==> src/rtl/prt_frame_scheduler.sv <==
`timescale 1ns/1ps
`default_nettype none
// ============================================================================
// Module   : prt_frame_scheduler
// Purpose  : Sequencing controller in front of the PRT frame buffer.
//            Ingress writes received frames into PRT slots and queues the
//            slots in arrival order. Egress offers the oldest slot for a
//            firewall verdict, then either streams it out and invalidates it
//            (accept) or only invalidates it (drop).
// Ports    : CLK/RST                       clock, synchronous active-high reset
//            rx_*                          ingress byte stream (valid/ready/last)
//            tx_*                          egress byte stream (valid/ready/last)
//            head_valid/head_slot          oldest queued frame awaiting verdict
//            verdict_valid/drop/ready      verdict handshake for the head frame
//            prt_slot_free, prt_wr_*       PRT write channel (start/data/finish)
//            prt_rd_*                      PRT read channel (start/byte read)
//            prt_inv_*                     PRT slot invalidate
//            cnt_fwd/cnt_drop              saturating frame counters
//            err_trunc                     sticky oversize-frame flag
// Revision : 1.0 - initial release
// ============================================================================
module prt_frame_scheduler #(
    parameter int DATA_WIDTH = 8,
    parameter int NUM_SLOTS  = 2,
    parameter int MAX_LEN    = 1518
) (
    input  logic                                       CLK,
    input  logic                                       RST,
    input  logic                                       rx_valid,
    input  logic [DATA_WIDTH-1:0]                      rx_data,
    input  logic                                       rx_last,
    output logic                                       rx_ready,
    output logic                                       tx_valid,
    output logic [DATA_WIDTH-1:0]                      tx_data,
    output logic                                       tx_last,
    input  logic                                       tx_ready,
    output logic                                       head_valid,
    output logic [((NUM_SLOTS > 1) ? $clog2(NUM_SLOTS) : 1)-1:0] head_slot,
    input  logic                                       verdict_valid,
    input  logic                                       verdict_drop,
    output logic                                       verdict_ready,
    input  logic                                       prt_slot_free,
    output logic                                       prt_wr_start_en,
    input  logic                                       prt_wr_start_rdy,
    input  logic [((NUM_SLOTS > 1) ? $clog2(NUM_SLOTS) : 1)-1:0] prt_wr_slot,
    output logic                                       prt_wr_en,
    output logic [DATA_WIDTH-1:0]                      prt_wr_data,
    output logic                                       prt_wr_fin_en,
    input  logic                                       prt_wr_fin_rdy,
    output logic                                       prt_rd_start_en,
    output logic [((NUM_SLOTS > 1) ? $clog2(NUM_SLOTS) : 1)-1:0] prt_rd_slot,
    input  logic                                       prt_rd_start_rdy,
    output logic                                       prt_rd_en,
    input  logic [DATA_WIDTH:0]                        prt_rd_data,
    output logic                                       prt_inv_en,
    output logic [((NUM_SLOTS > 1) ? $clog2(NUM_SLOTS) : 1)-1:0] prt_inv_slot,
    input  logic                                       prt_inv_rdy,
    output logic [15:0]                                cnt_fwd,
    output logic [15:0]                                cnt_drop,
    output logic                                       err_trunc
);

    localparam int            c_SW       = (NUM_SLOTS > 1) ? $clog2(NUM_SLOTS) : 1;
    localparam int            c_LW       = 11;
    localparam logic [c_SW:0] c_Q_DEPTH  = (c_SW+1)'(NUM_SLOTS);
    localparam logic [c_SW-1:0] c_Q_LAST = c_SW'(NUM_SLOTS - 1);
    localparam logic [c_LW-1:0] c_LEN_LAST = c_LW'(MAX_LEN - 1);

    typedef enum logic [2:0] {
        W_IDLE = 3'd0,
        W_REQ  = 3'd1,
        W_DATA = 3'd2,
        W_DISC = 3'd3,
        W_FIN  = 3'd4
    } w_state_t;

    typedef enum logic [2:0] {
        E_IDLE = 3'd0,
        E_RDS  = 3'd1,
        E_RD   = 3'd2,
        E_CAP  = 3'd3,
        E_OUT  = 3'd4,
        E_INV  = 3'd5
    } e_state_t;

    // ------------------------------------------------------------------
    // Declarations
    // ------------------------------------------------------------------
    w_state_t            r_w_state;
    w_state_t            w_w_next;
    e_state_t            r_e_state;
    e_state_t            w_e_next;

    logic [c_SW-1:0]     r_wr_slot;
    logic [c_LW-1:0]     r_len;
    logic                r_err_trunc;
    logic                r_wr_start_en;
    logic                r_wr_fin_en;
    logic                r_rd_start_en;
    logic                r_inv_en;

    logic [c_SW-1:0]     r_q [NUM_SLOTS];
    logic [c_SW-1:0]     r_q_wr_ptr;
    logic [c_SW-1:0]     r_q_rd_ptr;
    logic [c_SW:0]       r_q_cnt;

    logic [c_SW-1:0]     r_e_slot;
    logic [DATA_WIDTH-1:0] r_tx_data;
    logic                r_tx_last;
    logic [15:0]         r_cnt_fwd;
    logic [15:0]         r_cnt_drop;

    logic                w_q_full;
    logic                w_q_empty;
    logic                w_push;
    logic                w_pop;
    logic                w_rx_hs;
    logic                w_len_max;
    logic                w_fwd_done;

    // ------------------------------------------------------------------
    // Ingress combinational decode
    // ------------------------------------------------------------------
    assign rx_ready  = (r_w_state == W_DATA) || (r_w_state == W_DISC);
    assign w_rx_hs   = rx_valid && rx_ready;
    // The byte being accepted now is the MAX_LEN-th byte of the frame.
    assign w_len_max = (r_len == c_LEN_LAST);
    assign prt_wr_en   = (r_w_state == W_DATA) && rx_valid;
    assign prt_wr_data = prt_wr_en ? rx_data : '0;
    assign w_push      = (r_w_state == W_FIN) && prt_wr_fin_rdy;

    always_comb begin
        w_w_next = r_w_state;
        case (r_w_state)
            W_IDLE: if (rx_valid && prt_slot_free && !w_q_full) w_w_next = W_REQ;
            W_REQ:  if (prt_wr_start_rdy) w_w_next = W_DATA;
            W_DATA: begin
                if (w_rx_hs) begin
                    if (rx_last)        w_w_next = W_FIN;
                    else if (w_len_max) w_w_next = W_DISC;
                end
            end
            W_DISC: if (w_rx_hs && rx_last) w_w_next = W_FIN;
            W_FIN:  if (prt_wr_fin_rdy) w_w_next = W_IDLE;
            default: w_w_next = W_IDLE;
        endcase
    end

    always_ff @(posedge CLK) begin
        if (RST) begin
            r_w_state     <= W_IDLE;
            r_wr_slot     <= '0;
            r_len         <= '0;
            r_err_trunc   <= 1'b0;
            r_wr_start_en <= 1'b0;
            r_wr_fin_en   <= 1'b0;
        end else begin
            r_w_state     <= w_w_next;
            // Request pulses fire only on entry to the waiting state, so a
            // slow acknowledge never causes a second request.
            r_wr_start_en <= (w_w_next == W_REQ) && (r_w_state != W_REQ);
            r_wr_fin_en   <= (w_w_next == W_FIN) && (r_w_state != W_FIN);
            if ((r_w_state == W_REQ) && prt_wr_start_rdy) begin
                r_wr_slot <= prt_wr_slot;
                r_len     <= '0;
            end
            if ((r_w_state == W_DATA) && w_rx_hs) begin
                r_len <= r_len + 1'b1;
                if (!rx_last && w_len_max) begin
                    r_err_trunc <= 1'b1;
                end
            end
        end
    end

    assign prt_wr_start_en = r_wr_start_en;
    assign prt_wr_fin_en   = r_wr_fin_en;
    assign err_trunc       = r_err_trunc;

    // ------------------------------------------------------------------
    // Slot queue (arrival order of completely written frames)
    // ------------------------------------------------------------------
    assign w_q_full   = (r_q_cnt == c_Q_DEPTH);
    assign w_q_empty  = (r_q_cnt == '0);
    assign head_valid = !w_q_empty;
    assign head_slot  = head_valid ? r_q[r_q_rd_ptr] : '0;

    always_ff @(posedge CLK) begin
        if (w_push) begin
            r_q[r_q_wr_ptr] <= r_wr_slot;
        end
    end

    always_ff @(posedge CLK) begin
        if (RST) begin
            r_q_wr_ptr <= '0;
            r_q_rd_ptr <= '0;
            r_q_cnt    <= '0;
        end else begin
            if (w_push) begin
                r_q_wr_ptr <= (r_q_wr_ptr == c_Q_LAST) ? '0 : r_q_wr_ptr + 1'b1;
            end
            if (w_pop) begin
                r_q_rd_ptr <= (r_q_rd_ptr == c_Q_LAST) ? '0 : r_q_rd_ptr + 1'b1;
            end
            case ({w_push, w_pop})
                2'b10:   r_q_cnt <= r_q_cnt + 1'b1;
                2'b01:   r_q_cnt <= r_q_cnt - 1'b1;
                default: r_q_cnt <= r_q_cnt;
            endcase
        end
    end

    // ------------------------------------------------------------------
    // Egress FSM
    // ------------------------------------------------------------------
    assign verdict_ready = (r_e_state == E_IDLE) && head_valid;
    assign w_pop         = verdict_valid && verdict_ready;
    assign w_fwd_done    = (r_e_state == E_OUT) && tx_ready && r_tx_last;

    always_comb begin
        w_e_next = r_e_state;
        case (r_e_state)
            E_IDLE: if (w_pop) w_e_next = verdict_drop ? E_INV : E_RDS;
            E_RDS:  if (prt_rd_start_rdy) w_e_next = E_RD;
            E_RD:   w_e_next = E_CAP;
            E_CAP:  w_e_next = E_OUT;
            E_OUT:  if (tx_ready) w_e_next = r_tx_last ? E_INV : E_RD;
            E_INV:  if (prt_inv_rdy) w_e_next = E_IDLE;
            default: w_e_next = E_IDLE;
        endcase
    end

    always_ff @(posedge CLK) begin
        if (RST) begin
            r_e_state     <= E_IDLE;
            r_e_slot      <= '0;
            r_tx_data     <= '0;
            r_tx_last     <= 1'b0;
            r_rd_start_en <= 1'b0;
            r_inv_en      <= 1'b0;
            r_cnt_fwd     <= '0;
            r_cnt_drop    <= '0;
        end else begin
            r_e_state     <= w_e_next;
            r_rd_start_en <= (w_e_next == E_RDS) && (r_e_state != E_RDS);
            r_inv_en      <= (w_e_next == E_INV) && (r_e_state != E_INV);
            if (w_pop) begin
                r_e_slot <= head_slot;
                if (verdict_drop && (r_cnt_drop != 16'hFFFF)) begin
                    r_cnt_drop <= r_cnt_drop + 16'd1;
                end
            end
            // PRT read data is valid the cycle after prt_rd_en.
            if (r_e_state == E_CAP) begin
                r_tx_data <= prt_rd_data[DATA_WIDTH-1:0];
                r_tx_last <= prt_rd_data[DATA_WIDTH];
            end
            if (w_fwd_done && (r_cnt_fwd != 16'hFFFF)) begin
                r_cnt_fwd <= r_cnt_fwd + 16'd1;
            end
        end
    end

    assign prt_rd_start_en = r_rd_start_en;
    assign prt_rd_slot     = r_e_slot;
    assign prt_rd_en       = (r_e_state == E_RD);
    assign prt_inv_en      = r_inv_en;
    assign prt_inv_slot    = r_e_slot;
    assign tx_valid        = (r_e_state == E_OUT);
    assign tx_data         = r_tx_data;
    assign tx_last         = r_tx_last;
    assign cnt_fwd         = r_cnt_fwd;
    assign cnt_drop        = r_cnt_drop;

endmodule
`default_nettype wire

==> config.mk <==
export PLATFORM = sky130hd
export DESIGN_NAME = prt_frame_scheduler
export DESIGN_NICKNAME = d
export VERILOG_FILES = /design/src/rtl/prt_frame_scheduler.sv
export SDC_FILE = /design/constraint.sdc
export NUM_CORES = 1
export LEC_CHECK = 0
export ABC_CLOCK_PERIOD_IN_PS = 2400
export CAP_MARGIN = 30
export CORE_MARGIN = 2
export CORE_UTILIZATION = 35
export CTS_CLUSTER_SIZE = 10
export DETAILED_ROUTE_END_ITERATION = 7
export SYNTH_ARGS = -nofsm -noshare
export SYNTH_HDL_FRONTEND = slang
export SYNTH_SLANG_ARGS = --single-unit
==> constraint.sdc <==
create_clock -name CLK -period 2.4 [get_ports CLK]
set_clock_uncertainty 0.15 [all_clocks]
set_input_delay 0.24 -clock CLK [delete_from_list [all_inputs] [get_ports CLK]]
set_output_delay 0.24 -clock CLK [all_outputs]
set_load 0.05 [all_outputs]
==> results of run 1 <==
-- worst min-delay path by stage --
stage / endpoint / slack (ns) / cells past startpoint
floorplan: r_wr_slot / 0.23 / 2
global placement: tx_data[0] / 0.29 / 2
detailed placement: tx_data[2] / 0.30 / 2
CTS: prt_inv_en / 0.14 / 3
global route: prt_inv_en / 0.16 / 3
finish: r_e_state[0] / 0.16 / 3
-- power groups by stage --
stage	Sequential [mW]	Combinational, mW	Clock [mW]
5_1_grt	1.21	0.154	1.10
2_1_floorplan	1.24	0.0581	0
3_3_place_gp	1.24	0.143	0
6_report	1.21	0.142	1.03
4_1_cts	1.21	0.143	1.06
3_5_place_dp	1.24	0.143	0
-- state kept, by name (all words and copies together), names as in the netlist, named ones only --
name	count
tx_last	1
prt_rd_start_en	1
r_q_wr_ptr	1
r_q	2
prt_inv_en	1
prt_wr_start_en	1
r_w_state	3
cnt_fwd	16
cnt_drop	16
r_q_rd_ptr	1
err_trunc	1
prt_wr_fin_en	1
tx_data	8
r_e_state	3
r_q_cnt	2
r_wr_slot	1
prt_inv_slot	1
r_len	11
-- metrics by stage --
stage | utilization | power [mW] | setup slack (ns) | cell area [um2] | cells
after global placement | 0.476 | 1.38 | 0.262 | 4850 | 655
after floorplan | - | 1.30 | 0.0263 | 3640 | 431
final | 0.497 | 2.38 | 0.111 | 5070 | 671
after detailed placement | 0.476 | 1.38 | 0.236 | 4850 | 655
after CTS | 0.497 | 2.41 | 0.102 | 5070 | 671
after global routing | 0.497 | 2.47 | 0.0379 | 5070 | 671
-- layout by cell type (no fill, tap or decap), types with 5 or more instances in the layout --
cell type        count
nor2_1              41
buf_4               15
ha_1                 5
nor3_1              12
o21ai_0              8
a211oi_1            11
clkbuf_8            10
mux2_2              13
nand3_1             17
nand2b_1             7
buf_12              10
or3_1                6
clkdlybuf4s50_1     79
nand4_1              9
dfxtp_1             70
nor4_1               6
nand2_1             44
and2_1              15
a21oi_1             35
or4_1               14
inv_1               16
nor2b_1             16
o31ai_1             12
-- routing by layer --
metal / part of all wire / routed length, um / track usage / up-vias
met1: 0.48 / 4410 / 0.220 / 1627
li1: - / - / - / 1764
met2: 0.46 / 4220 / 0.262 / 76
met5: 0 / 0 / 0 / -
met3: 0.036 / 330 / 0.0294 / 13
met4: 0.019 / 173 / 0.0611 / 0
-- cell families after synthesis --
logic type / share of synthesized area
flip-flops: 0.402
buffers and inverters: 0.0358
XOR/XNOR: 0.0193
AND/OR/NAND/NOR: 0.330
adder cells (fa/ha/maj): 0.0172
AO/OA/AOI/OAI: 0.144
multiplexers: 0.0513
-- synth_stat cells (3+ instances only) --
master	instances	share of area
nand2b_1	7	0.012
nand3b_1	4	0.0083
a31oi_1	4	0.0069
nand4_1	9	0.015
or3_1	6	0.010
nor2_1	41	0.042
nand3_1	17	0.023
buf_1	4	0.0041
a211oi_1	11	0.023
o31ai_1	12	0.025
xor2_1	4	0.0096
nand4bb_1	3	0.0093
mux2i_1	4	0.011
nor2b_1	16	0.028
or4_1	14	0.029
inv_1	16	0.017
a21oi_1	35	0.048
nand2_1	44	0.045
xnor2_1	4	0.0096
mux2_2	13	0.040
ha_1	5	0.017
nor3_1	12	0.017
o21ai_0	8	0.011
and4_1	4	0.0096
clkbuf_1	10	0.010
dfxtp_1	70	0.39
nor4_1	6	0.010
and2_1	15	0.026
-- layout make-up --
cell class,count,share of cell area
repair buffers,105,0.219
clock inverters,4,0.00988
multi-input cells,326,0.405
well taps,136,0.0336
inverters,16,0.0119
clock buffers,12,0.0328
flip-flops and latches,72,0.288
-- critical path, delay by kind of cell (launching register included) --
kind,cells,cell delay (ns)
buffers and inverters,1,0.86
flip-flops,1,0.40
AND/OR/NAND/NOR,2,0.30
==> results.toml, run 1 <==
[sta]
hold-worst-slack_ns = 0.160
setup_tns_ns = 0
final-setup-viol-count = 0
relSlewSlack = 0.636
fin_crit_ns = 2.29
drv_slew = 0
fmax_mhz = 437
hold_viol = 0
rsz0062_at_grt = "false"
worst_slew_pin_slew_ns = 0.539
period_share = 0.954

[global_route]
grt-ovfl-total = 0
grt_pass1_wl_um = 15200
antenna_found_initial = 0
grt_usage = 0.163
grt_max_degree = 78
grt_pass1_vias = 3227

[drt]
vias = 3480
viasPerCell = 5.19
final_antenna_net_count = 0
dr.pass1.iters = 4
drcViolationCount = 0
drt_iter0_markers = 151
routed_wl_um = 9140
routedWlPerCell_um = 13.6

[critical_path]
r2r-end = "cnt_drop[3]"
end_kind = "output pin"
crit_path_max_incr_delay_ns = 0.86
path_cells = "nor2_1, nor2_1, clkdlybuf4s50_1"
start_kind = "flip-flop"
reg2reg_depth = 4
worst_path_most_repeated_cell = "nor2_1"
critPathKind = "flip-flop to output pin"
slowest_stage = "clkdlybuf4s50_1"
r2r-start = "r_e_state[1]"
r2r_setup_slack_ns = 0.34
cp.required_ns = 2.01
crit_start = "r_q_cnt[0]"
critPathCapture = "head_slot"
cp_max_fo = 4
crit_arrival_ns = 1.90

[synth]
yosysUniqueCellTypes = 52
async_flop_share = 0
synthCells = 431
synth_edf_count = 2
ys_seq_elements = 72
ys_warn_count = 0
yosysSeqAreaShare = 0.402
synth-main-ff-cell = "dfxtp_1"
synth_fp_nets = 466
syn_avg_cell_area_um2 = 8.44
netlist_area_mm2 = 0.00364

[floorplan]
chipHeight_um = 106
coreArea_mm2 = 0.0102
ios = 93
die-area_mm2 = 0.0112
initial_core_util = 0.357
core.rowCount = 37
die_w_um = 106

[cts]
post_cts_resized = 0
root_buffer = "clkbuf_8"
insertion_delay_ns = 0.34
clk_pin_slew_ns = 0.07
post_cts_buffers = 0
htreeDepth = 3
cts_made_buffers = 9
cts_tree = "built"
numClockSinks = 72
ctsHoldBuffers = 0
clk_path_buf_depth = 2

[pwr]
power_leakage_nw = 1.73
powerDensity_mw_per_mm2 = 469
seq_power_share = 0.509
peakVddDrop_v = 0.000248
p_clk_frac = 0.432
combPwrFrac = 0.060
switching_share = 0.223
switchingPower_mw = 0.529
p_int_mw = 1.85

[cells_and_area]
diodes = 0
fillCellCount = 1006
syn2layout_area_growth_pct = 39.3
drive_gt1_frac = 0.118
multi_input_area_mm2 = 0.00205
num-nets-final = 565
ff_latch_area_mm2 = 0.00146

[worst_hold_path]
hp-class = "input port to flip-flop"
hp-start = "RST"

[placed_design]
gp_congestion = 0.857
io_buffers = 92
hpwlAfterDp_um = 6610

[status]
status = "complete, no violations"

[flow_run]
maxCapViolCount = 0
Note: power is estimated with default switching activity, not from simulation.
==> run 2: changes to the inputs <==
--- a/constraint.sdc
+++ b/constraint.sdc
@@ -4,2 +4,2 @@
 set_output_delay 0.24 -clock CLK [all_outputs]
-set_load 0.05 [all_outputs]
+set_load 0.01 [all_outputs]
==> run 2 against run 1 <==
Register-to-register slack got worse by 0.07 ns; setup slack improved by 0.040 ns; sequential power barely moved; global-route usage fell by 0.063 points; critical path type unchanged; critical endpoint is now tx_valid.
==> results.toml, run 2 (synthesized netlist as in run 1, its figures left out) <==
[status]
status = "complete, no violations"

[global_route]
top_usage_layer = "met2"
grt_usage = 0.163
grt_pass1_wl_um = 15000
grt_util_met1 = 0.209
grt-ovfl-total = 0
grt_pass1_vias = 3218
met3_usage = 0.0307
grt_max_degree = 32
antenna_found_initial = 0
grt_use_met2 = 0.273

[pwr]
combPwrFrac = 0.053
switching_share = 0.217
p_clk_frac = 0.437
power_leakage_nw = 1.68
seq_power_share = 0.510
peakVddDrop_v = 0.000300
powerDensity_mw_per_mm2 = 475
p_int_mw = 1.86
switchingPower_mw = 0.513

[placed_design]
io_buffers = 92
hpwlAfterDp_um = 6880
gp_congestion = 0.837

[drt]
vias = 3517
dr.pass1.iters = 4
routed_wl_um = 9170
drcViolationCount = 0
viasPerCell = 5.22
drt_iter0_markers = 122
final_antenna_net_count = 0
routedWlPerCell_um = 13.6

[cts]
clk_pin_slew_ns = 0.08
root_buffer = "clkbuf_8"
insertion_delay_ns = 0.34
cts_tree = "built"
cts_made_buffers = 9
htreeDepth = 3
ctsHoldBuffers = 0
clk_path_buf_depth = 2
numClockSinks = 72
post_cts_buffers = 0

[cells_and_area]
drive_gt1_frac = 0.100
diodes = 0
final_cell_mix = "clkdlybuf4s50_1 (91), dfxtp_1 (70), nand2_1 (44)"
num-nets-final = 568
multi_input_area_mm2 = 0.00204
layout_commonest_cell = "clkdlybuf4s50_1"
fin_util = 0.489
fillCellCount = 992
syn2layout_area_growth_pct = 37.1
ff_latch_area_mm2 = 0.00146

[critical_path]
end_kind = "output pin"
crit_arrival_ns = 1.86
critPathKind = "flip-flop to output pin"
cp_max_fo = 12
cp.required_ns = 2.01
start_kind = "flip-flop"

[floorplan]
initial_core_util = 0.357
coreArea_mm2 = 0.0102
core.rowCount = 37
chipHeight_um = 106
die_w_um = 106
die-area_mm2 = 0.0112
ios = 93

[sta]
relSlewSlack = 0.603
drv_slew = 0
hold_viol = 0
rsz0062_at_grt = "false"
setup_tns_ns = 0
worst_slew_pin_slew_ns = 0.595
fmax_mhz = 445
fin_crit_ns = 2.25
period_share = 0.937
final-setup-viol-count = 0

[worst_hold_path]
hp-class = "input port to flip-flop"

[flow_run]
maxCapViolCount = 0
## run 2: changes by cell type in the layout (fill, tap and decap cells not counted), sizes merged
cell,change
clkdlybuf4s50,+12
buf,-9
clkbuf,-2
bufinv,+1
clkinv,+1
## run 2: metrics by stage
step | hold slack [ns] | cell area, um2 | worst slack (ns) | instances | total power [mW]
after floorplan | 0.226 | 3640 | 0.474 | 431 | 1.28
after global placement | 0.295 | 4770 | 0.264 | 658 | 1.36
after detailed placement | 0.297 | 4770 | 0.200 | 658 | 1.36
after CTS | 0.234 | 4980 | 0.108 | 674 | 2.40
after global routing | 0.264 | 4980 | 0.0583 | 674 | 2.47
final | 0.246 | 4980 | 0.151 | 674 | 2.37
## run 2: path summary, 6_finish.rpt
kind / start / end / slack, ns / cells after the start
min: RST / r_len[8] / 0.25 / 2
min reg2reg: tx_data[4] / tx_data[4] / 0.31 / 2
max: r_e_state[2] / tx_valid / 0.15 / 3
max reg2reg: r_q_cnt[0] / r_q_cnt[1] / 0.27 / 7
## run 2: layout make-up
type | instances | area share
Clock buffer | 10 | 0.0256
Multi-Input combinational cell | 326 | 0.410
Inverter | 16 | 0.0120
Timing Repair Buffer | 108 | 0.208
Sequential cell | 72 | 0.293
Clock inverter | 6 | 0.0171
Tap cell | 136 | 0.0341
## run 2: routing by layer
metal | part of all wire | routed length (um)
met3 | 0.033 | 306
met4 | 0.012 | 108
met2 | 0.49 | 4480
met1 | 0.47 | 4280
met5 | 0 | 0
## run 2: what timing repair did
item / in CTS / in global routing
resized for setup: 0 / 1
endpoints found under the setup margin: 0 / 6
endpoints found under the hold margin: 0 / 0
## run 2: worst max-delay path, stage by stage (launching register included)
cell and delay (ns):
dfxtp_1 0.34, buf_4 0.18, nor3b_1 0.39, clkdlybuf4s50_1 0.62
## run 2: power by group through the flow
stage / registers, mW / clock network [mW] / logic (mW)
after detailed placement: 1.24 / 0 / 0.126
after global placement: 1.24 / 0 / 0.125
after global routing: 1.21 / 1.12 / 0.137
after floorplan: 1.24 / 0 / 0.0485
after CTS: 1.21 / 1.07 / 0.127
final: 1.21 / 1.04 / 0.126
